===== config.mk =====
export PLATFORM = sky130hd
export DESIGN_NAME = cnt_monitor
export DESIGN_NICKNAME = d
export VERILOG_FILES = /design/src/rtl/cnt_monitor.sv
export SDC_FILE = /design/constraint.sdc
export NUM_CORES = 1
export LEC_CHECK = 0
export CORE_MARGIN = 2
export CORE_UTILIZATION = 35
export CTS_BUF_LIST = sky130_fd_sc_hd__clkbuf_4 sky130_fd_sc_hd__clkbuf_8
export DETAILED_ROUTE_END_ITERATION = 12
export PLACE_DENSITY = 0.64
export SLEW_MARGIN = 20
export SYNTH_ARGS = -nofsm -noshare
export SYNTH_HDL_FRONTEND = slang
export SYNTH_SLANG_ARGS = --single-unit

===== constraint.sdc =====
create_clock -name Clk -period 3.8 [get_ports Clk]
set_clock_uncertainty 0.15 [all_clocks]
set_input_delay 0.38 -clock Clk [delete_from_list [all_inputs] [get_ports Clk]]
set_output_delay 0.38 -clock Clk [all_outputs]
set_load 0.01 [all_outputs]

===== src/rtl/cnt_monitor.sv =====
// cnt_monitor: passive checker for a decade up/down counter with sticky error flags and a saturating error count.
module cnt_monitor #(
   parameter int CNT_W    = 4,
   parameter int CNT_MAX  = 9,
   parameter int STEP_BIG = 3,
   parameter int ERRC_W   = 8
) (
   input  logic              Clk,
   input  logic              Rst,
   input  logic              Obs_Rst,
   input  logic              Obs_En,
   input  logic              Obs_Mode,
   input  logic              Obs_Step,
   input  logic [CNT_W-1:0]  Obs_Cnt,
   input  logic              Clear,
   output logic              Chk_Valid,
   output logic              Reset_Err,
   output logic              Count_Err,
   output logic              Range_Err,
   output logic              Wrap_Pulse,
   output logic [ERRC_W-1:0] Err_Cnt,
   output logic              Test_Err
);
   localparam logic [CNT_W:0] MAXV = (CNT_W+1)'(CNT_MAX);
   localparam logic [CNT_W:0] MODV = (CNT_W+1)'(CNT_MAX + 1);
   localparam logic [CNT_W:0] BIGV = (CNT_W+1)'(STEP_BIG);
   localparam logic [CNT_W:0] ONEV = (CNT_W+1)'(1);
   typedef enum logic {IDLE, TRACK} state_t;
   state_t state;
   logic p_rst, p_en, p_mode, p_step;
   logic [CNT_W-1:0] p_cnt;
   logic [CNT_W:0] pc, s, up, pred;
   logic track, borrow, undef, rst_mis, cnt_mis, rng_mis, wrap_hit;
   // prediction is carried one bit wider so the up-sum and down-borrow never overflow
   always_comb begin
      track    = state == TRACK;
      pc       = {1'b0, p_cnt};
      s        = p_step ? BIGV : ONEV;
      up       = pc + s;
      borrow   = pc < s;
      pred     = !p_en ? pc : p_mode ? (up > MAXV ? up - MODV : up) : (borrow ? pc + MODV - s : pc - s);
      undef    = !p_rst && pc > MAXV;
      rst_mis  = p_rst && Obs_Cnt != '0;
      cnt_mis  = !p_rst && !undef && {1'b0, Obs_Cnt} != pred;
      rng_mis  = {1'b0, Obs_Cnt} > MAXV || undef;
      wrap_hit = track && !p_rst && p_en && !undef && (p_mode ? up > MAXV : borrow);
   end
   always_ff @(posedge Clk) begin
      if (Rst) begin
         state      <= IDLE;
         p_rst      <= 1'b0;
         p_en       <= 1'b0;
         p_mode     <= 1'b0;
         p_step     <= 1'b0;
         p_cnt      <= '0;
         Reset_Err  <= 1'b0;
         Count_Err  <= 1'b0;
         Range_Err  <= 1'b0;
         Wrap_Pulse <= 1'b0;
         Err_Cnt    <= '0;
      end else begin
         state      <= TRACK;
         p_rst      <= Obs_Rst;
         p_en       <= Obs_En;
         p_mode     <= Obs_Mode;
         p_step     <= Obs_Step;
         p_cnt      <= Obs_Cnt;
         Wrap_Pulse <= wrap_hit;
         if (Clear) begin
            Reset_Err <= 1'b0;
            Count_Err <= 1'b0;
            Range_Err <= 1'b0;
            Err_Cnt   <= '0;
         end else if (track) begin
            Reset_Err <= Reset_Err | rst_mis;
            Count_Err <= Count_Err | cnt_mis;
            Range_Err <= Range_Err | rng_mis;
            if ((rst_mis | cnt_mis | rng_mis) && !(&Err_Cnt)) Err_Cnt <= Err_Cnt + 1'b1;
         end
      end
   end
   assign Chk_Valid = track;
   assign Test_Err  = Reset_Err | Count_Err | Range_Err;
endmodule


# ---- Word level (Yosys, flattened, before mapping)
# Cells that the tools add are included.
dict set report word_totals {
  inputBits 11
  output_inout_bits 14
  register_bits 21
}
dict set report op_classes {
  n_eq_ne 1
  n_reduce_logical 17
  n_mux 7
  bitwise_logic 7
  magnitude_cmp 4
  add_sub_neg 6
}
# cell count
set op_table {}
lappend op_table {{2-to-1 mux 5 bit} 4}
lappend op_table {{logical AND 1 bit} 9}
lappend op_table {{adder 8 x 1 -> 8 bit (second input constant)} 1}
lappend op_table {{greater-than comparator 4 bit (second input constant)} 2}
lappend op_table {{AND reduction 8 bit} 1}
lappend op_table {{bitwise OR 1 bit} 7}
lappend op_table {{adder 4 x 2 -> 5 bit} 1}
lappend op_table {{adder 4 x 4 -> 5 bit (second input constant)} 1}
lappend op_table {{greater-than comparator 5 x 4 -> 1 bit (second input constant)} 1}
lappend op_table {{inequality test 4 x 5 -> 1 bit} 1}
lappend op_table {{subtractor 4 x 2 -> 5 bit} 1}
lappend op_table {{subtractor 5 x 2 -> 5 bit} 1}
lappend op_table {{subtractor 5 x 4 -> 5 bit (second input constant)} 1}
lappend op_table {{less-than comparator 4 x 2 -> 1 bit} 1}
lappend op_table {{nonzero test 4 bit} 1}
lappend op_table {{logical NOT 1 bit} 3}
lappend op_table {{2-to-1 mux 1 bit} 2}
lappend op_table {{2-to-1 mux 2 bit} 1}
lappend op_table {{AND reduction 2 bit} 1}
lappend op_table {{OR reduction 2 bit} 1}
lappend op_table {{logical OR 1 bit} 1}

# ---- Logic depth before layout (Yosys ltp)
dict set report logic_depth {
  depth_word 12
  mapped_depth 13
  depth_no_buf 13
}

# ---- Worst setup path before layout
# No wires, ideal clock.
dict set report synth_timing {
  path_type {flip-flop to flip-flop}
  start {register p_cnt[0]}
  end {register Err_Cnt[3]}
  arrival_ns 3.251
  path_slack_ns 0.328
  stages_incl_launch_ff 12
  period_less_slack_ns 3.472
  path_buffers 0
  path_cell_list {dfxtp_1 -> inv_2 -> fa_1 -> xor2_1 -> ha_1 -> a22oi_2 -> mux2_4 -> or4_4 -> a211oi_2 -> a21oi_4 -> nand4_1 -> mux2i_1}
}
dict set report synth_via {
  elab_chain_cells 11
  elab_cells_between_ends 22
  cone_classes {add/sub: 5; order compare: 3; eq/ne: 1; mux: 4; bitwise: 2; reduce/logical: 7}
}
# element line_no
set synth_rtl {}
lappend synth_rtl {{start: declaration} 31} ;# logic [CNT_W-1:0] p_cnt;
lappend synth_rtl {{start signal: assignment} 67} ;# p_cnt <= Obs_Cnt;
lappend synth_rtl {{adder 4 x 4 -> 5 bit or adder 4 x 2 -> 5 bit (tied branches)} {41, 39}}
lappend synth_rtl {{subtractor 5 x 2 -> 5 bit, or another cell as far along} 41} ;# pred = !p_en ? pc : p_mode ? (up > MAXV ? up - MODV : up) : (borrow ? pc + MODV - s : pc - s);
lappend synth_rtl {{2-to-1 mux 5 bit (3 in series)} 41}
lappend synth_rtl {{inequality test 4 x 5 -> 1 bit} 44} ;# cnt_mis = !p_rst && !undef && {1'b0, Obs_Cnt} != pred;
lappend synth_rtl {{logical AND 1 bit} 44}
lappend synth_rtl {{bitwise OR 1 bit} 78} ;# if ((rst_mis | cnt_mis | rng_mis) && !(&Err_Cnt)) Err_Cnt <= Err_Cnt + 1'b1;
lappend synth_rtl {{bitwise OR 1 bit *} 78}
lappend synth_rtl {{logical AND 1 bit *} 78}
lappend synth_rtl {{AND reduction 2 bit (no line) *} -}
lappend synth_rtl {{end signal: assignment} 78}
lappend synth_rtl {{end: declaration} 21} ;# output logic [ERRC_W-1:0] Err_Cnt,
# Mark *: on every way between the ends. The rest lies on a longest branch, timed or not.
# A chain may end at the register's enable or synchronous reset.

# ---- Final worst setup path
dict set report layout_timing {
  start {register p_step}
  end {register Err_Cnt[4]}
}
dict set report layout_via {
  elab_chain_cells 12
  elab_cells_between_ends 17
  cone_classes {add/sub: 4; order compare: 2; eq/ne: 1; mux: 5; bitwise: 2; reduce/logical: 3}
}
# element line_no
set layout_rtl {}
lappend layout_rtl {{start: declaration} 30} ;# logic p_rst, p_en, p_mode, p_step;
lappend layout_rtl {{start signal: assignment} 66} ;# p_step <= Obs_Step;
lappend layout_rtl {{2-to-1 mux 2 bit *} 38} ;# s = p_step ? BIGV : ONEV;
lappend layout_rtl {{adder 4 x 2 -> 5 bit} 39} ;# up = pc + s;
lappend layout_rtl {{subtractor 5 x 4 -> 5 bit or greater-than comparator 5 x 4 -> 1 bit (tied branches)} 41}
lappend layout_rtl {{2-to-1 mux 5 bit} 41}
lappend layout_rtl {{2-to-1 mux 5 bit * (2 in series)} 41}
lappend layout_rtl {{inequality test 4 x 5 -> 1 bit *} 44}
lappend layout_rtl {{logical AND 1 bit *} 44}
lappend layout_rtl {{bitwise OR 1 bit * (2 in series)} 78}
lappend layout_rtl {{logical AND 1 bit *} 78}
lappend layout_rtl {{AND reduction 2 bit (no line) *} -}
# Marks and branches as above.

==> flow_summary.ini <==
[sta]
grt_setup_unrepaired = false
setup_viol = 0
fmax_ghz = 0.281
hold_viol_final = 0
finalMaxSlewViolations = 0
slew_headroom = 0.540
tightest_slew_ns = 0.688
layout_min_cycle_time_ns = 3.56
holdWs_ns = 0.337
setup_tns_ns = 0
min_period_over_period = 0.937

[yosys]
synthArstFlopShare = 0
synth-seq-area-share = 0.252
avgSynthCellArea_sq_um = 9.07
synth_edf_count = 0
syn-cell-area_sq_um = 1670
ys_ff_latch = 21
yosysWarnings = 0
ys_types = 59
synthFlopType = dfxtp_1
syn-instance-count = 184
synth_nets = 210

[floorplan]
fp.dieW_um = 73.1
boundaryPins = 25
core_area_sq_um = 4660
die_y_um = 73.1
rows = 25
start_util = 0.358
dieArea_sq_um = 5340

[global_routing]
globalRouteMet2Util = 0.249
grt_first_pass_wirelength_mm = 6.36
grt_overflow = 0
grt_pass1_vias = 1372
antenna_found_initial = 0
grt_max_degree = 21
use_met1 = 0.195
grtUsageMet3 = 0.0235
busiest_layer = met2
grt_use_total = 0.150

[clock_tree]
cts.sinks = 21
htree_levels = 1
clk_transition_reported_paths_ns = 0.07
root_buffer = clkbuf_8
post_cts_buffers = 0
cts_buffers = 3
cts_tree = yes
clock_path_buffers = 2
insertion_delay_ns = 0.25

[pwr]
switching_share = 0.300
p_leak_nw = 0.780
power_frac_comb = 0.288
p_switching_w = 0.000164
max-vdd-ir-drop_mv = 0.195
seq_power_share = 0.438
p_int_w = 0.000382
clockPowerShare = 0.273
power.density_nw_per_um2 = 275

[final_layout]
layout-drive-gt1-share = 0.120
fin_util = 0.426
fill_cells = 447
antenna_cells = 0
area_delta_synth_final_pct = 19.0
nets = 236

[setup_path]
crit_family = adder cells
path_buf_inv = 1
path_class = flop to flop
path_cells = inv_1 > fa_1 > xor2_1 > ha_2 > a22oi_2 > mux2_4 > or4_4 > a211oi_2 > a21oi_4 > nand4_1 > mux2i_1
cp_slowest_cell = fa_1
critical_path_required_ns = 3.84
crit_fanout = 9
crit_path_start_kind = flop
cpPeakStageDelay_ns = 0.54
r2r_slack_ns = 0.24
cp-end-kind = flop
cp.arrival_ns = 3.60

[detailed_routing]
vias = 1462
drc = 0
totalWireLength_mm = 3.79
post_drt_wl_per_cell_um = 14.4
dr.pass1.iters = 4
final_antenna_net_count = 0
detail_route.iter0.violations = 88
viasPerCell = 5.56

[placement]
port_buffers = 24
hpwl_mm = 2.90
gp_congestion = 0.845

[outcome]
outcome = finished, final reports clean

[flow_run]
cap_violations = 0

[hold_path]
min_path_type = flop to flop
==> routing by layer <==
metal	wire length, um	part of all wire
met3	158	0.042
met2	1770	0.47
met4	93	0.025
met5	0	0
met1	1770	0.47
==> cells in the final DEF (no fill, tap or decap), types with 4 or more instances in the layout <==
cell / netlist / routed
a21oi_1: 7 / 7
clkdlybuf4s50_1: 0 / 24
dfxtp_1: 21 / 21
ha_1: 12 / 11
inv_1: 11 / 11
mux2i_1: 6 / 6
nand2_1: 16 / 16
nand3_1: 4 / 4
nand4_1: 5 / 5
nor2_1: 9 / 9
nor2b_1: 8 / 8
nor3_1: 7 / 7
or3_1: 6 / 6
xor2_1: 5 / 5
==> layout make-up <==
type / instances / area, sq um / area share
multi-input combinational: 145 / 1140 / 0.575
sequential: 21 / 420 / 0.212
timing repair buffer: 27 / 263 / 0.132
tap: 54 / 67.6 / 0.0340
clock buffer: 4 / 48.8 / 0.0246
inverter: 12 / 45.0 / 0.0227
==> state kept, by name, indices dropped and copies added, names as in the netlist <==
name / count
p_cnt: 4
p_en: 1
p_rst: 1
Count_Err: 1
Wrap_Pulse: 1
Range_Err: 1
p_mode: 1
Err_Cnt: 8
p_step: 1
Reset_Err: 1
Chk_Valid: 1
==> power by group through the flow <==
stage	Combinational, W	Clock, W	Sequential (W)
finish	0.000157	0.000149	0.000239
global route	0.000173	0.000159	0.000241
CTS	0.000157	0.000152	0.000239
detailed placement	0.000156	0	0.000244
global placement	0.000155	0	0.000244
floorplan	0.000115	0	0.000242
==> worst paths after layout <==
check | startpoint | endpoint | cells past startpoint
setup reg to reg | p_step | Err_Cnt[4] | 11
hold / removal | Err_Cnt[6] | Err_Cnt[6] | 2
setup / recovery | p_step | Err_Cnt[4] | 11
hold reg to reg | Err_Cnt[6] | Err_Cnt[6] | 2
==> through the flow <==
| stage | area (sq um) | setup slack (ns) | instances | total power, W |
|---|---|---|---|---|
| 3_3_place_gp | 1930 | 0.300 | 259 | 0.000400 |
| 2_1_floorplan | 1670 | 0.328 | 184 | 0.000356 |
| 5_1_grt | 1990 | 0.0119 | 263 | 0.000572 |
| 3_5_place_dp | 1930 | 0.198 | 259 | 0.000400 |
| 6_report | 1990 | 0.239 | 263 | 0.000546 |
| 4_1_cts | 1980 | 0.174 | 263 | 0.000548 |
==> worst min-delay path, delay by kind of cell, from the launching register on <==
family / cells / cell delay (ns)
flip-flops: 1 / 0.33
AND/OR/NAND/NOR: 1 / 0.06
multiplexers: 1 / 0.05
==> kinds of logic (layout without fill, tap and decap cells) <==
kind of cell | after synthesis | in the layout | synth area share
muxes | 8 | 8 | 0.0517
AOI/OAI and AO/OA | 41 | 41 | 0.215
and+or+nand+nor | 75 | 75 | 0.258
xor gates and xnor gates | 6 | 6 | 0.0315
adders and majority gates | 15 | 15 | 0.126
buffers and inverters | 18 | 43 | 0.0660
DFF | 21 | 21 | 0.252
==> cell usage after synthesis, types with 2 or more instances <==
cell | count | share of area
nor4_1 | 2 | 0.0075
dfxtp_1 | 21 | 0.25
fa_1 | 3 | 0.036
xor2_1 | 5 | 0.026
a211oi_1 | 3 | 0.013
inv_1 | 11 | 0.025
a21oi_1 | 7 | 0.021
buf_6 | 2 | 0.013
o21ai_0 | 3 | 0.0090
o21a_1 | 3 | 0.013
nand2b_1 | 2 | 0.0075
nor3_1 | 7 | 0.021
ha_1 | 12 | 0.090
nor3b_1 | 2 | 0.0090
and3_1 | 2 | 0.0075
nand3_1 | 4 | 0.012
or3_1 | 6 | 0.022
nand4_1 | 5 | 0.019
mux2i_1 | 6 | 0.036
and2b_2 | 2 | 0.010
nor2b_1 | 8 | 0.030
nor2_1 | 9 | 0.020
clkbuf_8 | 2 | 0.016
a21o_1 | 2 | 0.0090
a221oi_1 | 3 | 0.016
o31ai_1 | 3 | 0.013
and2_2 | 2 | 0.0090
nand2_1 | 16 | 0.036
==> what timing repair did <==
item,4_1_cts,5_1_grt
resized for setup,0,1
hold buffers,0,0
endpoints found under the setup margin,0,8
Power figures use the tool's default switching activity.
